## src/rtl/bydin_pkg.sv

```systemverilog
// Shared definitions for the byte-deinterleaver read side.
// Read-controller state encoding and the default frame size (288 rows x 224 columns).
// Imported by the read controller and its byte FIFO.
package bydin_pkg;

  typedef enum logic [1:0] {
    IDLE  = 2'd0,
    READ  = 2'd1,
    DRAIN = 2'd2,
    DONE  = 2'd3
  } rd_state_e;

  localparam logic [16:0] BYDIN_FRAME_LEN = 17'd64512;

endpackage

```

## src/rtl/bydin_byte_fifo.sv

```systemverilog
// Synchronous first-word-fall-through byte FIFO; head byte visible on rd_data.
// Latency: a write is visible on rd_data the cycle after wr_en.
// Backpressure: writes while full and reads while empty are ignored.
module bydin_byte_fifo #(
  parameter int DEPTH = 16
) (
  input  logic                   clk,
  input  logic                   reset_n,
  input  logic                   wr_en,
  input  logic [7:0]             wr_data,
  input  logic                   rd_en,
  output logic [7:0]             rd_data,
  output logic [$clog2(DEPTH):0] count,
  output logic                   full,
  output logic                   empty
);

  localparam int AW = $clog2(DEPTH);

  logic [7:0]    mem_q [DEPTH];
  logic [7:0]    mem_d [DEPTH];
  logic [AW-1:0] wr_ptr_q, wr_ptr_d;
  logic [AW-1:0] rd_ptr_q, rd_ptr_d;
  logic [AW:0]   cnt_q, cnt_d;
  logic          do_wr, do_rd;

  assign full    = (cnt_q == (AW+1)'(DEPTH));
  assign empty   = (cnt_q == '0);
  assign count   = cnt_q;
  assign rd_data = mem_q[rd_ptr_q];

  // Next-state for storage, pointers (wrapping modulo DEPTH) and occupancy.
  always_comb begin
    do_wr    = wr_en & ~full;
    do_rd    = rd_en & ~empty;
    mem_d    = mem_q;
    wr_ptr_d = wr_ptr_q;
    rd_ptr_d = rd_ptr_q;
    if (do_wr) begin
      mem_d[wr_ptr_q] = wr_data;
      wr_ptr_d        = wr_ptr_q + 1'b1;
    end
    if (do_rd) begin
      rd_ptr_d = rd_ptr_q + 1'b1;
    end
    cnt_d = cnt_q + (AW+1)'(do_wr) - (AW+1)'(do_rd);
  end

  // Storage is cleared on reset so the head byte reads 8'h00 when empty.
  always_ff @(posedge clk) begin
    if (!reset_n) begin
      for (int i = 0; i < DEPTH; i++) begin
        mem_q[i] <= '0;
      end
      wr_ptr_q <= '0;
      rd_ptr_q <= '0;
      cnt_q    <= '0;
    end else begin
      mem_q    <= mem_d;
      wr_ptr_q <= wr_ptr_d;
      rd_ptr_q <= rd_ptr_d;
      cnt_q    <= cnt_d;
    end
  end

endmodule

```

## src/rtl/bydin_rd_ctrl.sv

```systemverilog
// Issues one frame of memory read strobes per interrupt and buffers returned bytes for SPI tx.
// Latency: trigger to first read 1 cycle; returned byte to tx_valid 1 cycle when the FIFO is empty.
// Backpressure: reads are credit-limited to FIFO_DEPTH bytes buffered or in flight, so no byte is lost.
module bydin_rd_ctrl
  import bydin_pkg::*;
#(
  parameter logic [16:0] FRAME_LEN  = BYDIN_FRAME_LEN,
  parameter int          FIFO_DEPTH = 16,
  parameter int          RD_LAT     = 4
) (
  input  logic       clk,
  input  logic       reset_n,
  input  logic       bydin_int,
  output logic       mem_rd_ena,
  input  logic [7:0] mem_data_in,
  input  logic       mem_ena_in,
  output logic [7:0] tx_data,
  output logic       tx_valid,
  input  logic       tx_ready,
  output logic       frame_busy,
  output logic       frame_done,
  output logic [1:0] err_status
);

  localparam int CW = $clog2(FIFO_DEPTH) + 1;

  // A memory latency above the credit still works, only the read rate drops.
  if (RD_LAT > FIFO_DEPTH) begin : g_credit_below_latency
  end

  rd_state_e     state_q, state_d;
  logic          int_q;
  logic          trig;
  logic [16:0]   req_cnt_q, req_cnt_d;
  logic [CW-1:0] outstanding_q, outstanding_d;
  logic          mem_rd_ena_q, mem_rd_ena_d;
  logic          frame_busy_q, frame_busy_d;
  logic          frame_done_q, frame_done_d;
  logic [1:0]    err_q, err_d;
  logic [CW-1:0] fifo_cnt, fifo_cnt_next;
  logic [CW:0]   credit_used;
  logic          fifo_full, fifo_empty;
  logic          fifo_wr, fifo_pop, ret_dec, in_frame;

  assign trig     = bydin_int & ~int_q;
  assign in_frame = (state_q == READ) || (state_q == DRAIN);
  assign fifo_wr  = mem_ena_in & in_frame & ~fifo_full;
  assign fifo_pop = tx_valid & tx_ready;
  // Every returned byte consumes a credit, even one that gets dropped.
  assign ret_dec  = mem_ena_in & (outstanding_q != '0);

  assign tx_valid   = ~fifo_empty;
  assign mem_rd_ena = mem_rd_ena_q;
  assign frame_busy = frame_busy_q;
  assign frame_done = frame_done_q;
  assign err_status = err_q;

  bydin_byte_fifo #(.DEPTH(FIFO_DEPTH)) u_fifo (
    .clk     (clk),
    .reset_n (reset_n),
    .wr_en   (fifo_wr),
    .wr_data (mem_data_in),
    .rd_en   (fifo_pop),
    .rd_data (tx_data),
    .count   (fifo_cnt),
    .full    (fifo_full),
    .empty   (fifo_empty)
  );

  // Frame FSM, request/credit counters, sticky errors and next read strobe.
  always_comb begin
    state_d       = state_q;
    req_cnt_d     = req_cnt_q;
    outstanding_d = outstanding_q;
    err_d         = err_q;
    fifo_cnt_next = fifo_cnt + CW'(fifo_wr) - CW'(fifo_pop);

    if (mem_rd_ena_q) begin
      req_cnt_d = req_cnt_q + 17'd1;
    end
    case ({mem_rd_ena_q, ret_dec})
      2'b10:   outstanding_d = outstanding_q + 1'b1;
      2'b01:   outstanding_d = outstanding_q - 1'b1;
      default: outstanding_d = outstanding_q;
    endcase

    if (mem_ena_in && !fifo_wr) begin
      err_d[0] = 1'b1;
    end
    if (trig && (state_q != IDLE)) begin
      err_d[1] = 1'b1;
    end

    case (state_q)
      IDLE: begin
        if (trig) begin
          state_d       = READ;
          req_cnt_d     = '0;
          outstanding_d = '0;
        end
      end
      READ: begin
        if (mem_rd_ena_q && (req_cnt_q == FRAME_LEN - 17'd1)) begin
          state_d = DRAIN;
        end
      end
      DRAIN: begin
        // Next-cycle values so DONE lands the cycle right after the last pop.
        if ((outstanding_d == '0) && (fifo_cnt_next == '0)) begin
          state_d = DONE;
        end
      end
      default: state_d = IDLE;
    endcase

    credit_used  = {1'b0, fifo_cnt_next} + {1'b0, outstanding_d};
    mem_rd_ena_d = (state_d == READ) && (req_cnt_d < FRAME_LEN) &&
                   (credit_used < (CW+1)'(FIFO_DEPTH));
    frame_busy_d = (state_d == READ) || (state_d == DRAIN);
    frame_done_d = (state_d == DONE);
  end

  // All control state and registered outputs.
  always_ff @(posedge clk) begin
    if (!reset_n) begin
      state_q       <= IDLE;
      int_q         <= 1'b0;
      req_cnt_q     <= '0;
      outstanding_q <= '0;
      mem_rd_ena_q  <= 1'b0;
      frame_busy_q  <= 1'b0;
      frame_done_q  <= 1'b0;
      err_q         <= 2'b00;
    end else begin
      state_q       <= state_d;
      int_q         <= bydin_int;
      req_cnt_q     <= req_cnt_d;
      outstanding_q <= outstanding_d;
      mem_rd_ena_q  <= mem_rd_ena_d;
      frame_busy_q  <= frame_busy_d;
      frame_done_q  <= frame_done_d;
      err_q         <= err_d;
    end
  end

endmodule

```

## config.mk

```make
export PLATFORM = sky130hd
export DESIGN_NAME = bydin_rd_ctrl
export DESIGN_NICKNAME = d
export VERILOG_FILES = /design/src/rtl/bydin_pkg.sv /design/src/rtl/bydin_byte_fifo.sv /design/src/rtl/bydin_rd_ctrl.sv
export SDC_FILE = /design/constraint.sdc
export NUM_CORES = 1
export LEC_CHECK = 0
export CAP_MARGIN = 20
export CORE_UTILIZATION = 35
export DETAILED_ROUTE_END_ITERATION = 8
export GPL_TIMING_DRIVEN = 1
export MAX_ROUTING_LAYER = met4
export PLACE_DENSITY = 0.58
export SLEW_MARGIN = 20
export SYNTH_ARGS = -nofsm -noshare
export SYNTH_HDL_FRONTEND = slang
export SYNTH_SLANG_ARGS = --single-unit
```

## constraint.sdc

```tcl
create_clock -name clk -period 5.6 [get_ports clk]
set_input_delay 1.12 -clock clk [delete_from_list [all_inputs] [get_ports clk]]
set_output_delay 1.12 -clock clk [all_outputs]
set_load 0.01 [all_outputs]
```

### After elaboration in Yosys (flattened, before gate mapping)

Index checks and enable logic that the tools add are counted.

* bits in registers: 171
* output and inout port bits: 14
* logic and storage cells: 96

* add/subtract/negate cells: 10
* magnitude comparators: 5
* eq/ne operators: 9
* multiplexer cells: 16
* bitwise gates (word level): 12
* reduce and logical (&&, ||, !) cells: 16

Operators with widths (number)
* bitwise mux 128 bit: 1
* 2-to-1 mux 17 bit: 3
* binary-select mux 8 bit (select 4 bit): 1
* demux 8 bit (select 4 bit): 1
* 2-to-1 mux 8 bit: 3
* adder 17 x 1 -> 17 bit, second input constant: 1
* == test 17 x 16 -> 1 bit, second input constant: 1
* less-than comparator 17 x 16 -> 1 bit, second input constant: 1
* logical NOT 5 bit: 3
* adder 5 x 1 -> 5 bit: 2
* greater-or-equal comparator 5 bit, second input constant: 2
* 2-to-1 mux 5 bit: 2
* inverter 4 -> 5 bit: 2
* one-hot mux 5 bit (2 select lines): 1
* subtractor 5 x 1 -> 5 bit: 2
* adder 4 x 1 -> 4 bit, second input constant: 2
* == test 2 bit, second input constant: 4
* AND 1 bit: 7
* logical AND 1 bit: 7
* adder 5 x 5 -> 6 bit: 1
* == test 2 x 1 -> 1 bit, second input constant: 3
* less-than comparator 6 x 5 -> 1 bit, second input constant: 1
* 2-to-1 mux 2 bit: 3
* one-hot mux 2 bit (3 select lines): 1
* other kinds (10): 13

### Longest topological paths before layout

Gate-level depths: netlist of the first run.

* depth after elaboration: 13
* gate-level depth with buffers: 20
* mapped depth without buffers: 20

### Hierarchy

Synthesis of the first run repeated with hierarchy kept, for this count alone.

* cell total of the unflattened synthesis: 827
* area, all modules: 8769.7 sq um

Modules (own cells, without submodules)
* bydin_byte_fifo: times used 1, cells each 590, area an instance 6746.5 sq um, seq. area each 2822.7 sq um
* bydin_rd_ctrl: times used 1, cells each 237, area an instance 2023.2 sq um, seq. area each 600.6 sq um

### Least setup slack after synthesis of the first run

No wires, ideal clock.

* path kind: in2reg
* start point: input port mem_ena_in
* end point: register mem_rd_ena_q (netlist: mem_rd_ena)
* data arrival time: 3.768 ns
* data required time: 5.541 ns
* setup slack: 1.773 ns
* stages on the path: 13
* buffers on the path: 0
* path through: a21boi_0 > ha_1 > ha_1 > nor4b_1 > a211o_1 > a211oi_1 > a41o_1 > ha_1 > nor4b_1 > nand3_1 > a31oi_1 > and3_1 > o31a_1

* longest elaborated chain between the ends: 11
* elaborated cells between the ends (all ways): 20
* those cells by class: add/sub: 3; order compare: 1; eq/ne: 3; mux: 5; bitwise: 3; reduce/logical: 5

RTL lines
* start, declared: line bydin_rd_ctrl.sv:16 `input logic mem_ena_in,`
* AND 1 bit (2 in series): line bydin_rd_ctrl.sv:47 `assign fifo_wr = mem_ena_in & in_frame & ~fifo_full;`
* adder 5 x 1 -> 5 bit: line bydin_rd_ctrl.sv:76 `fifo_cnt_next = fifo_cnt + CW'(fifo_wr) - CW'(fifo_pop);`
* subtractor 5 x 1 -> 5 bit: line bydin_rd_ctrl.sv:76
* logical NOT 5 bit: line bydin_rd_ctrl.sv:109 `if ((outstanding_d == '0) && (fifo_cnt_next == '0)) begin`
* logical AND 1 bit *: line bydin_rd_ctrl.sv:109
* 2-to-1 mux 2 bit *: line bydin_rd_ctrl.sv:109
* one-hot mux 2 bit (3 select lines) *: line bydin_rd_ctrl.sv:94 `case (state_q)`
* net state_d[0]: line bydin_rd_ctrl.sv:31 `rd_state_e state_q, state_d;`
* == test 2 x 1 -> 1 bit *: line bydin_rd_ctrl.sv:117 `mem_rd_ena_d = (state_d == READ) && (req_cnt_d < FRAME_LEN) &&`
* logical AND 1 bit * (2 in series): line bydin_rd_ctrl.sv:117
* end signal, assigned: line bydin_rd_ctrl.sv:139 `mem_rd_ena_q <= mem_rd_ena_d;`
* end, declared: line bydin_rd_ctrl.sv:36 `logic mem_rd_ena_q, mem_rd_ena_d;`

Mark *: on every way through the listed nets, which the timed path passes. The rest lies on a longest branch.
A chain may end at the register's enable or synchronous reset.

### Final worst setup path of the first run

Same ends and word-level chain as after synthesis.

==> results.py, run 1 <==
metrics = {
    "status": {
        "outcome": "completed",
    },
    "pwr": {
        "p_per_area_mw_per_mm2": 342,
        "p_leak_nw": 3.31,
        "vdd_drop_max_mv": 0.201,
    },
    "synthesis": {
        "async_flop_share_pct": 0,
        "synth_top_family_by_area": "multiplexers",
        "yosys_warnings": 0,
        "synthXorXnorAreaFrac_pct": 3.02,
        "ys_seq_area_share_pct": 40.6,
        "synth_compound_area_share_pct": 3.09,
        "syn_area_per_cell_um2": 10.6,
        "ys.flop_type": "dfxtp_1",
        "synthMuxAreaShare_pct": 27.4,
        "synthAdderAreaFrac_pct": 5.17,
        "syn_nets": 838,
        "yosys_register_bits": 171,
        "synth_edf_count": 0,
        "mappedNetlistArea_mm2": 0.00842,
        "synth.distinct_cells": 64,
        "syn-instance-count": 792,
        "synthSimpleGateAreaFrac_pct": 16.5,
    },
    "floorplan": {
        "initial_core_util_pct": 35.8,
        "num_rows": 56,
        "die_x_um": 157,
        "core-area_mm2": 0.0235,
        "pin_count": 27,
        "die_h_um": 157,
        "die-area_mm2": 0.0247,
    },
    "clock_network": {
        "ctsHoldBuffers": 0,
        "clk_pin_slew_ns": 0.07,
        "htree_levels": 4,
        "clock-root-buffer": "clkbuf_16",
        "numClockSinks": 171,
        "clockBufferDepth": 2,
        "clock_latency_ns": 0.43,
        "cts_tree": "yes",
        "cts_resized": 0,
        "postCtsSetupRepairBufs": 0,
        "cts_made_buffers": 17,
    },
    "global_routing": {
        "grt.overflow.total": 0,
        "antenna_found_initial": 0,
        "grt_pass1_wl_um": 30200,
        "grtUsageMet3_pct": 2.84,
        "grt_usage_pct": 16.7,
        "busiest_layer": "met2",
        "first_global_vias": 5368,
        "use_met2_pct": 26.8,
        "grt.met1_usage_pct": 21.5,
        "grt_start_max_net_pins": 70,
    },
    "drt": {
        "viasPerCell": 4.96,
        "vias": 5587,
        "drc": 0,
        "antenna_left": 0,
        "wl_per_cell_um": 16.6,
        "drt_iter0_drc": 285,
        "wirelength_um": 18700,
        "first_pass_iters": 4,
    },
    "finish": {
        "antennaDiodeCount": 0,
        "drive_gt1_share_pct": 11.0,
        "final_common_cell": "dfxtp_1",
        "layout_common_cells": "dfxtp_1, nand2_1, mux2i_1",
        "fillers": 2344,
        "syn_to_final_growth_pct": 12.0,
        "utilization_pct": 40.1,
        "final_net_count": 841,
    },
    "worst_hold_path": {
        "hp-start": "u_fifo.mem_q[48]",
        "hold_class": "flop to flop",
    },
    "timing": {
        "drv_slew": 0,
        "setup_slack_ns": 1.14,
        "rsz0062_at_grt": "false",
        "period_needed_ns": 4.46,
        "hold_violations": 0,
        "tightest_slew_ns": 0.891,
        "setup_viol": 0,
        "min_period_over_period_pct": 79.7,
        "fin_tns_setup_ns": 0,
        "max_freq_ghz": 0.224,
        "finClkSkew_ns": 0.00875,
        "relSlewSlack_pct": 40.5,
    },
    "worst_setup_path": {
        "cp.required_ns": 5.97,
        "crit_arrival_ns": 4.83,
        "worstSetupStartpointType": "input port",
        "cp_max_fo": 10,
        "endpoint_kind": "flop",
        "cp-startpoint": "mem_ena_in",
        "reg2reg_from": "u_fifo.count[3]",
        "path_class": "input port to flop",
    },
    "placement": {
        "place_hpwl_um": 11600,
        "port_buffers": 26,
        "place.gp.congestion": 0.771,
        "preCtsSetupSlack_ns": 0.716,
    },
    "flow_run": {
        "drv_cap": 0,
    },
}
==> stage by stage <==
| stage | total power [W] | hold slack [ns] | std cells | area, um2 |
|---|---|---|---|---|
| finish | 0.00323 | 0.455 | 1127 | 9440 |
| floorplan | 0.00195 | 0.430 | 792 | 8420 |
| global placement | 0.00206 | 0.438 | 1095 | 8850 |
| global route | 0.00340 | 0.468 | 1127 | 9440 |
| CTS | 0.00326 | 0.456 | 1127 | 9440 |
| detailed placement | 0.00207 | 0.445 | 1095 | 8850 |
==> cells in the mapped netlist, types with 2 or more instances <==
| cell type | instances | area share, % |
|---|---|---|
| dfxtp_1 | 171 | 41 |
| buf_2 | 8 | 0.48 |
| and3_1 | 6 | 0.45 |
| xor2_1 | 16 | 1.7 |
| mux4_2 | 22 | 5.9 |
| nor3_1 | 3 | 0.18 |
| mux2i_1 | 134 | 16 |
| nor2_4 | 5 | 0.67 |
| nor3b_1 | 7 | 0.62 |
| buf_12 | 2 | 0.48 |
| clkbuf_1 | 29 | 1.3 |
| nand2b_1 | 4 | 0.30 |
| a21oi_1 | 11 | 0.65 |
| nor3_4 | 4 | 0.77 |
| nor2_2 | 7 | 0.52 |
| fa_1 | 3 | 0.71 |
| nor4b_1 | 5 | 0.52 |
| mux4_1 | 17 | 5.3 |
| inv_1 | 21 | 0.94 |
| xnor2_1 | 13 | 1.4 |
| a211oi_1 | 2 | 0.18 |
| buf_4 | 2 | 0.18 |
| a211o_1 | 3 | 0.31 |
| nand2_4 | 4 | 0.53 |
| nand4_1 | 5 | 0.37 |
| nand2_1 | 150 | 6.7 |
| nor2_1 | 54 | 2.4 |
| and2_1 | 5 | 0.37 |
| buf_6 | 4 | 0.53 |
| ha_1 | 30 | 4.5 |
| nand3_1 | 8 | 0.48 |
| a21o_1 | 4 | 0.36 |
| nand4bb_1 | 2 | 0.27 |
==> flip-flops by register name, summed over array words and instances (netlist names), 2 cells and up <==
signal           flops
u_fifo.mem_q       128
outstanding_q        5
u_fifo.rd_ptr_q      4
req_cnt_q           17
err_status           2
u_fifo.wr_ptr_q      4
u_fifo.count         5
state_q              2
==> kinds of logic (layout without fill, tap and decap cells) <==
family | count (synthesis) | count (layout)
xor+xnor | 29 | 29
buf+inv | 69 | 85
mux | 174 | 174
fa+ha+maj | 33 | 33
flops | 171 | 171
compound gates | 36 | 36
simple gates | 280 | 280
==> worst max-delay path, cell delays in order <==
cell             delay (ns)
clkdlybuf4s50_1        0.54
a21boi_0               0.21
ha_1                   0.38
ha_1                   0.38
nor4b_1                0.18
a211o_1                0.28
a211oi_1               0.44
a41o_1                 0.28
ha_1                   0.14
nor4b_1                0.27
nand3_1                0.11
a31oi_1                0.19
and3_1                 0.17
o31a_1                 0.12
==> layer usage <==
layer	share of wire, %	vias to the layer above
met1	47	2711
met2	48	80
met5	0	-
met4	1.2	0
li1	-	2777
met3	3.3	19
==> final timing paths <==
path,to,slack [ns],cells past startpoint
max,mem_rd_ena,1.14,14
min,u_fifo.mem_q[48],0.45,2
max reg2reg,mem_rd_ena,1.50,18
min reg2reg,u_fifo.mem_q[48],0.45,2
==> area by class of cell <==
type / count / area (um2) / share of cell area (%)
clock inverter: 13 / 148 / 1.56
tap: 319 / 399 / 4.23
timing repair buffer: 31 / 295 / 3.13
inverter: 22 / 82.6 / 0.875
sequential: 171 / 3420 / 36.3
multi-input combinational: 552 / 4640 / 49.2
clock buffer: 19 / 443 / 4.69
==> power breakdown <==
part | switching (W) | internal, W | leakage [nW]
logic | 0.000372 | 0.000327 | 1.64
clock network | 0.000546 | 0.000646 | 0.284
registers | 0.0000811 | 0.00125 | 1.38
Power figures use the tool's default switching activity.
==> run 2: changes to the inputs <==
==> constraint.sdc (replaced) <==
create_clock -name clk -period 4.5 [get_ports clk]
set_input_delay 0.9 -clock clk [delete_from_list [all_inputs] [get_ports clk]]
set_output_delay 0.9 -clock clk [all_outputs]
set_load 0.01 [all_outputs]
==> run 2 against run 1 <==
Effect of this change:
- die area unchanged
- sequential share of layout area decreased by 0.13 points
- worst setup slack got worse by 0.61 ns
- critical endpoint is now tx_data[4]
- largest power group unchanged
- highest routed layer unchanged
==> results.py, run 2 (synthesis gave the netlist of run 1 again) <==
metrics = {
    "pwr": {
        "vdd_drop_max_mv": 0.220,
        "p_leak_nw": 3.33,
        "p_per_area_mw_per_mm2": 427,
        "p_comb_share_pct": 22.9,
        "p_switching_w": 0.00123,
        "seqPwrFrac_pct": 40.4,
        "switching_share_pct": 30.4,
        "internal-power_w": 0.00282,
        "pwr-share-clk_pct": 36.7,
    },
    "worst_setup_path": {
        "path_delay_family": "multiplexers",
        "crit_arrival_ns": 3.07,
        "worstPathCellList": "buf_12 > mux4_1 > mux4_2 > clkdlybuf4s50_1",
        "path_class": "flop to output pin",
        "endpoint_kind": "output pin",
        "cp_max_fo": 22,
        "worstSetupStartpointType": "flop",
        "critPathMaxStageDelay_ns": 0.68,
        "rr_worst_depth": 18,
        "slowest_stage": "dfxtp_2",
        "critPathBufInv": 2,
        "path_depth": 4,
        "cp.required_ns": 3.60,
    },
    "placement": {
        "place_hpwl_um": 11900,
        "port_buffers": 26,
        "dpl.cell_count": 1099,
        "place.gp.congestion": 0.818,
    },
    "clock_network": {
        "clock-root-buffer": "clkbuf_16",
        "cts_resized": 0,
        "clockBufferDepth": 2,
        "numClockSinks": 171,
        "cts_made_buffers": 17,
        "htree_levels": 4,
        "postCtsSetupRepairBufs": 0,
        "cts_tree": "yes",
        "clock_latency_ns": 0.43,
        "clk_pin_slew_ns": 0.07,
        "ctsHoldBuffers": 0,
    },
    "global_routing": {
        "grtUsageMet3_pct": 3.50,
        "busiest_layer": "met2",
        "use_met2_pct": 28.8,
        "grt.overflow.total": 0,
        "grt_pass1_wl_um": 30700,
        "first_global_vias": 5645,
        "antenna_found_initial": 0,
        "grt_usage_pct": 16.9,
        "grt_start_max_net_pins": 74,
        "grt.met1_usage_pct": 20.4,
    },
    "floorplan": {
        "die_h_um": 157,
        "die-area_mm2": 0.0247,
        "initial_core_util_pct": 35.8,
        "die_x_um": 157,
        "core-area_mm2": 0.0235,
        "num_rows": 56,
        "pin_count": 27,
    },
    "timing": {
        "rsz0062_at_grt": "false",
        "hold_violations": 0,
        "tightest_slew_ns": 0.907,
        "period_needed_ns": 3.97,
        "finClkSkew_ns": 0.0157,
        "setup_viol": 0,
        "min_period_over_period_pct": 88.2,
        "relSlewSlack_pct": 39.5,
        "drv_slew": 0,
        "fin_tns_setup_ns": 0,
        "max_freq_ghz": 0.252,
    },
    "drt": {
        "vias": 5608,
        "wirelength_um": 18900,
        "first_pass_iters": 5,
        "antenna_left": 0,
        "viasPerCell": 4.96,
        "drc": 0,
        "drt_iter0_drc": 263,
        "wl_per_cell_um": 16.8,
    },
    "finish": {
        "antennaDiodeCount": 0,
        "layout_common_cells": "dfxtp_1, nand2_1, mux2i_1",
        "drive_gt1_share_pct": 11.5,
        "final_net_count": 845,
        "largest_register_ffs": 128,
        "syn_to_final_growth_pct": 12.5,
        "instances_no_fill": 1130,
        "final_common_cell": "dfxtp_1",
        "largest-register": "u_fifo.mem_q",
        "reg_top3": "u_fifo.mem_q x128, req_cnt_q x17",
    },
    "flow_run": {
        "drv_cap": 0,
    },
    "worst_hold_path": {
        "hold_depth": 2,
        "hold_class": "flop to flop",
    },
    "status": {
        "outcome": "completed",
    },
}
-- run 2: changes by cell type in the layout (fill, tap and decap cells not counted) --
cell	change
inv_6	-1
inv_8	-1
clkinv_4	+1
clkinv_2	+3
buf_4	+3
clkinvlp_4	-1
clkbuf_8	-1
buf_12	+1
clkbuf_1	-1
bufinv_16	+1
clkinv_8	-1
-- run 2: path summary, 6_finish.rpt --
check,from,endpoint,slack [ns]
hold reg to reg,u_fifo.mem_q[95],u_fifo.mem_q[95],0.45
hold / removal,u_fifo.mem_q[95],u_fifo.mem_q[95],0.45
setup reg to reg,u_fifo.count[3],mem_rd_ena,0.56
setup / recovery,u_fifo.rd_ptr_q[0],tx_data[4],0.53
-- run 2: area by class of cell --
cell class / instances / area (um2)
Inverter: 22 / 82.6
Timing Repair Buffer: 35 / 338
Clock buffer: 17 / 425
Tap cell: 319 / 399
Multi-Input combinational cell: 552 / 4640
Clock inverter: 14 / 158
Sequential cell: 171 / 3420
Fill cell: 2331 / 14100
-- run 2: per-stage QoR --
step                hold slack [ns]  utilization [%]  total power (W)  worst slack, ns  instance area (um2)
floorplan                     0.430                -          0.00242            0.792                 8420
global route                  0.467             40.2          0.00428            0.157                 9470
finish                        0.454             40.2          0.00405            0.532                 9470
global placement              0.438             37.8          0.00260            0.220                 8890
CTS                           0.455             40.2          0.00410            0.489                 9470
detailed placement            0.443             37.8          0.00261            0.172                 8890
-- run 2: worst register-to-register path, delay by kind of cell (launching register included) --
family	cells	cell delay (ns)
compound gates	3	0.55
xor+xnor	1	0.17
fa+ha+maj	5	1.09
buf+inv	3	0.19
flops	1	0.32
simple gates	6	1.57
-- run 2: power by group through the flow --
stage / Sequential [W] / Clock (W) / Combinational (W)
final: 0.00164 / 0.00149 / 0.000928
after global routing: 0.00165 / 0.00159 / 0.00104
after CTS: 0.00164 / 0.00152 / 0.000940
after detailed placement: 0.00167 / 0 / 0.000935
after global placement: 0.00167 / 0 / 0.000932
after floorplan: 0.00163 / 0 / 0.000791
-- run 2: routing by layer --
| layer | up-vias | share of wire, % |
|---|---|---|
| met5 | - | 0 |
| met4 | 0 | 1.1 |
| met3 | 15 | 4.1 |
| met2 | 87 | 50 |
| met1 | 2729 | 45 |
| li1 | 2777 | - |
==> run 3: changes to the inputs <==
--- a/config.mk
+++ b/config.mk
@@ -7,6 +7,7 @@
 export LEC_CHECK = 0
 export CAP_MARGIN = 20
 export CORE_UTILIZATION = 35
+export CTS_CLUSTER_DIAMETER = 100
 export DETAILED_ROUTE_END_ITERATION = 8
 export GPL_TIMING_DRIVEN = 1
 export MAX_ROUTING_LAYER = met4
==> constraint.sdc (replaced) <==
create_clock -name clk -period 4.5 [get_ports clk]
set_input_delay 0.675 -clock clk [delete_from_list [all_inputs] [get_ports clk]]
set_output_delay 0.675 -clock clk [all_outputs]
set_load 0.01 [all_outputs]
==> run 3 against run 2 <==
Effect of this change:
- sequential share of layout area is 0.086 points lower
- sequential cell count stayed put
- highest routed layer unchanged
- first-iteration DRC count is 19% higher
- cell count stayed put
- critical path depth is 14 higher
- wire length is 1.3% lower
- sequential power hardly changed
- via count is 0.37% higher
- critical path type is now flop to flop
- worst setup slack worse by 0.078 ns
- clock power hardly changed
- core utilization is 0.096 points higher
==> results.py, run 3 (synthesis gave the netlist of run 1 again) <==
metrics = {
    "drt": {
        "wl_per_cell_um": 16.5,
        "wirelength_um": 18700,
        "antenna_left": 0,
        "vias": 5629,
        "drc": 0,
        "viasPerCell": 4.98,
        "first_pass_iters": 6,
        "drt_iter0_drc": 312,
    },
    "pwr": {
        "p_per_area_mw_per_mm2": 428,
        "p_comb_share_pct": 22.6,
        "vdd_drop_max_mv": 0.199,
        "pwr-share-clk_pct": 36.7,
        "p_switching_w": 0.00127,
        "switching_share_pct": 31.2,
        "p_leak_nw": 3.34,
        "internal-power_w": 0.00279,
        "seqPwrFrac_pct": 40.6,
    },
    "clock_network": {
        "cts_resized": 0,
        "cts_made_buffers": 17,
        "ctsHoldBuffers": 0,
        "clk_pin_slew_ns": 0.07,
        "cts_tree": "yes",
        "numClockSinks": 171,
        "htree_levels": 4,
        "clockBufferDepth": 2,
        "postCtsSetupRepairBufs": 0,
        "clock_latency_ns": 0.43,
        "clock-root-buffer": "clkbuf_16",
    },
    "finish": {
        "final_common_cell": "dfxtp_1",
        "instances_no_fill": 1130,
        "largest-register": "u_fifo.mem_q",
        "syn_to_final_growth_pct": 12.7,
        "drive_gt1_share_pct": 11.3,
        "final_net_count": 844,
        "largest_register_ffs": 128,
        "utilization_pct": 40.3,
        "reg_top3": "u_fifo.mem_q x128, req_cnt_q x17",
        "antennaDiodeCount": 0,
        "layout_common_cells": "dfxtp_1, nand2_1, mux2i_1",
    },
    "timing": {
        "min_period_over_period_pct": 89.9,
        "relSlewSlack_pct": 40.6,
        "period_needed_ns": 4.05,
        "hold_slack_ns": 0.455,
        "drv_slew": 0,
        "setup_viol": 0,
        "hold_violations": 0,
        "finClkSkew_ns": 0.0163,
        "rsz0062_at_grt": "false",
        "max_freq_ghz": 0.247,
        "tightest_slew_ns": 0.890,
        "fin_tns_setup_ns": 0,
        "setup_slack_ns": 0.454,
    },
    "global_routing": {
        "grt_start_max_net_pins": 65,
        "first_global_vias": 5459,
        "grt.overflow.total": 0,
        "grt_pass1_wl_um": 29900,
        "grt_usage_pct": 16.5,
        "antenna_found_initial": 0,
    },
    "worst_setup_path": {
        "endpoint_kind": "flop",
        "cp.required_ns": 4.87,
        "crit_arrival_ns": 4.42,
        "rrSetupSlack_ns": 0.45,
        "worstSetupStartpointType": "flop",
        "reg2reg_from": "u_fifo.count[3]",
        "cp_max_fo": 3,
        "rr_worst_depth": 18,
        "path_class": "flop to flop",
        "rr_endpoint": "mem_rd_ena",
    },
    "floorplan": {
        "num_rows": 56,
        "initial_core_util_pct": 35.8,
        "die_h_um": 157,
        "die_x_um": 157,
        "pin_count": 27,
        "core-area_mm2": 0.0235,
        "die-area_mm2": 0.0247,
    },
    "worst_hold_path": {
        "worstHoldEndpoint": "u_fifo.mem_q[106]",
        "hold_class": "flop to flop",
        "hp-start": "u_fifo.mem_q[106]",
        "hold_depth": 2,
    },
    "placement": {
        "dpl.cell_count": 1098,
        "place_hpwl_um": 11900,
        "place.gp.congestion": 0.784,
        "preCtsSetupSlack_ns": 0.169,
        "port_buffers": 26,
    },
    "status": {
        "outcome": "completed",
    },
    "flow_run": {
        "drv_cap": 0,
    },
}
## run 3: cell types whose count changed in the layout (fill, tap and decap cells not counted)
cell	change
clkinv_8	+2
clkbuf_1	+1
inv_8	+3
bufinv_16	-1
buf_12	+1
buf_4	-2
clkinvlp_4	-1
clkinv_2	-3
## run 3: worst max-delay path: stages, from the launching register on
cell and delay [ns]:
dfxtp_1 0.33, inv_1 0.07, ha_1 0.16, or4b_1 0.47, and2_1 0.20, ha_1 0.28
inv_1 0.06, ha_1 0.15, inv_1 0.06, fa_1 0.39, xnor2_1 0.17, nor4b_1 0.46
a41o_1 0.27, ha_1 0.14, nor4b_1 0.23, nand3_1 0.11, a31oi_1 0.17, and3_1 0.17
o31a_1 0.11
## run 3: worst max-delay path by stage
stage / startpoint / depth (start not counted) / end
detailed placement: mem_ena_in / 14 / mem_rd_ena
global placement: mem_ena_in / 14 / mem_rd_ena
global route: u_fifo.count[2] / 18 / mem_rd_ena
floorplan: u_fifo.count[3] / 18 / mem_rd_ena
finish: u_fifo.count[3] / 18 / mem_rd_ena
CTS: u_fifo.count[2] / 18 / mem_rd_ena
## run 3: routing by layer
metal	GRT usage, %	up-vias	wire [um]
li1	-	2778	-
met2	27.6	78	9180
met5	-	-	0
met3	3.25	11	460
met4	4.35	0	182
met1	20.4	2762	8860
## run 3: power groups by stage
stage	registers, W	clock network, W	logic, W
floorplan	0.00163	0	0.000791
global placement	0.00169	0	0.000916
detailed placement	0.00169	0	0.000925
CTS	0.00165	0.00154	0.000931
global route	0.00166	0.00160	0.00103
finish	0.00165	0.00149	0.000920
## run 3: per-stage QoR
step                      area, um2  total power (W)
after floorplan                8420          0.00242
after global placement         8890          0.00260
after detailed placement       8890          0.00261
after CTS                      9490          0.00412
after global routing           9490          0.00430
final                          9490          0.00406
## run 3: area by class of cell
type | count | area (um2)
Clock buffer | 18 | 429
Multi-Input combinational cell | 552 | 4640
Clock inverter | 14 | 171
Fill cell | 2300 | 14000
Tap cell | 319 | 399
Timing Repair Buffer | 34 | 343
Inverter | 22 | 82.6
Sequential cell | 171 | 3420
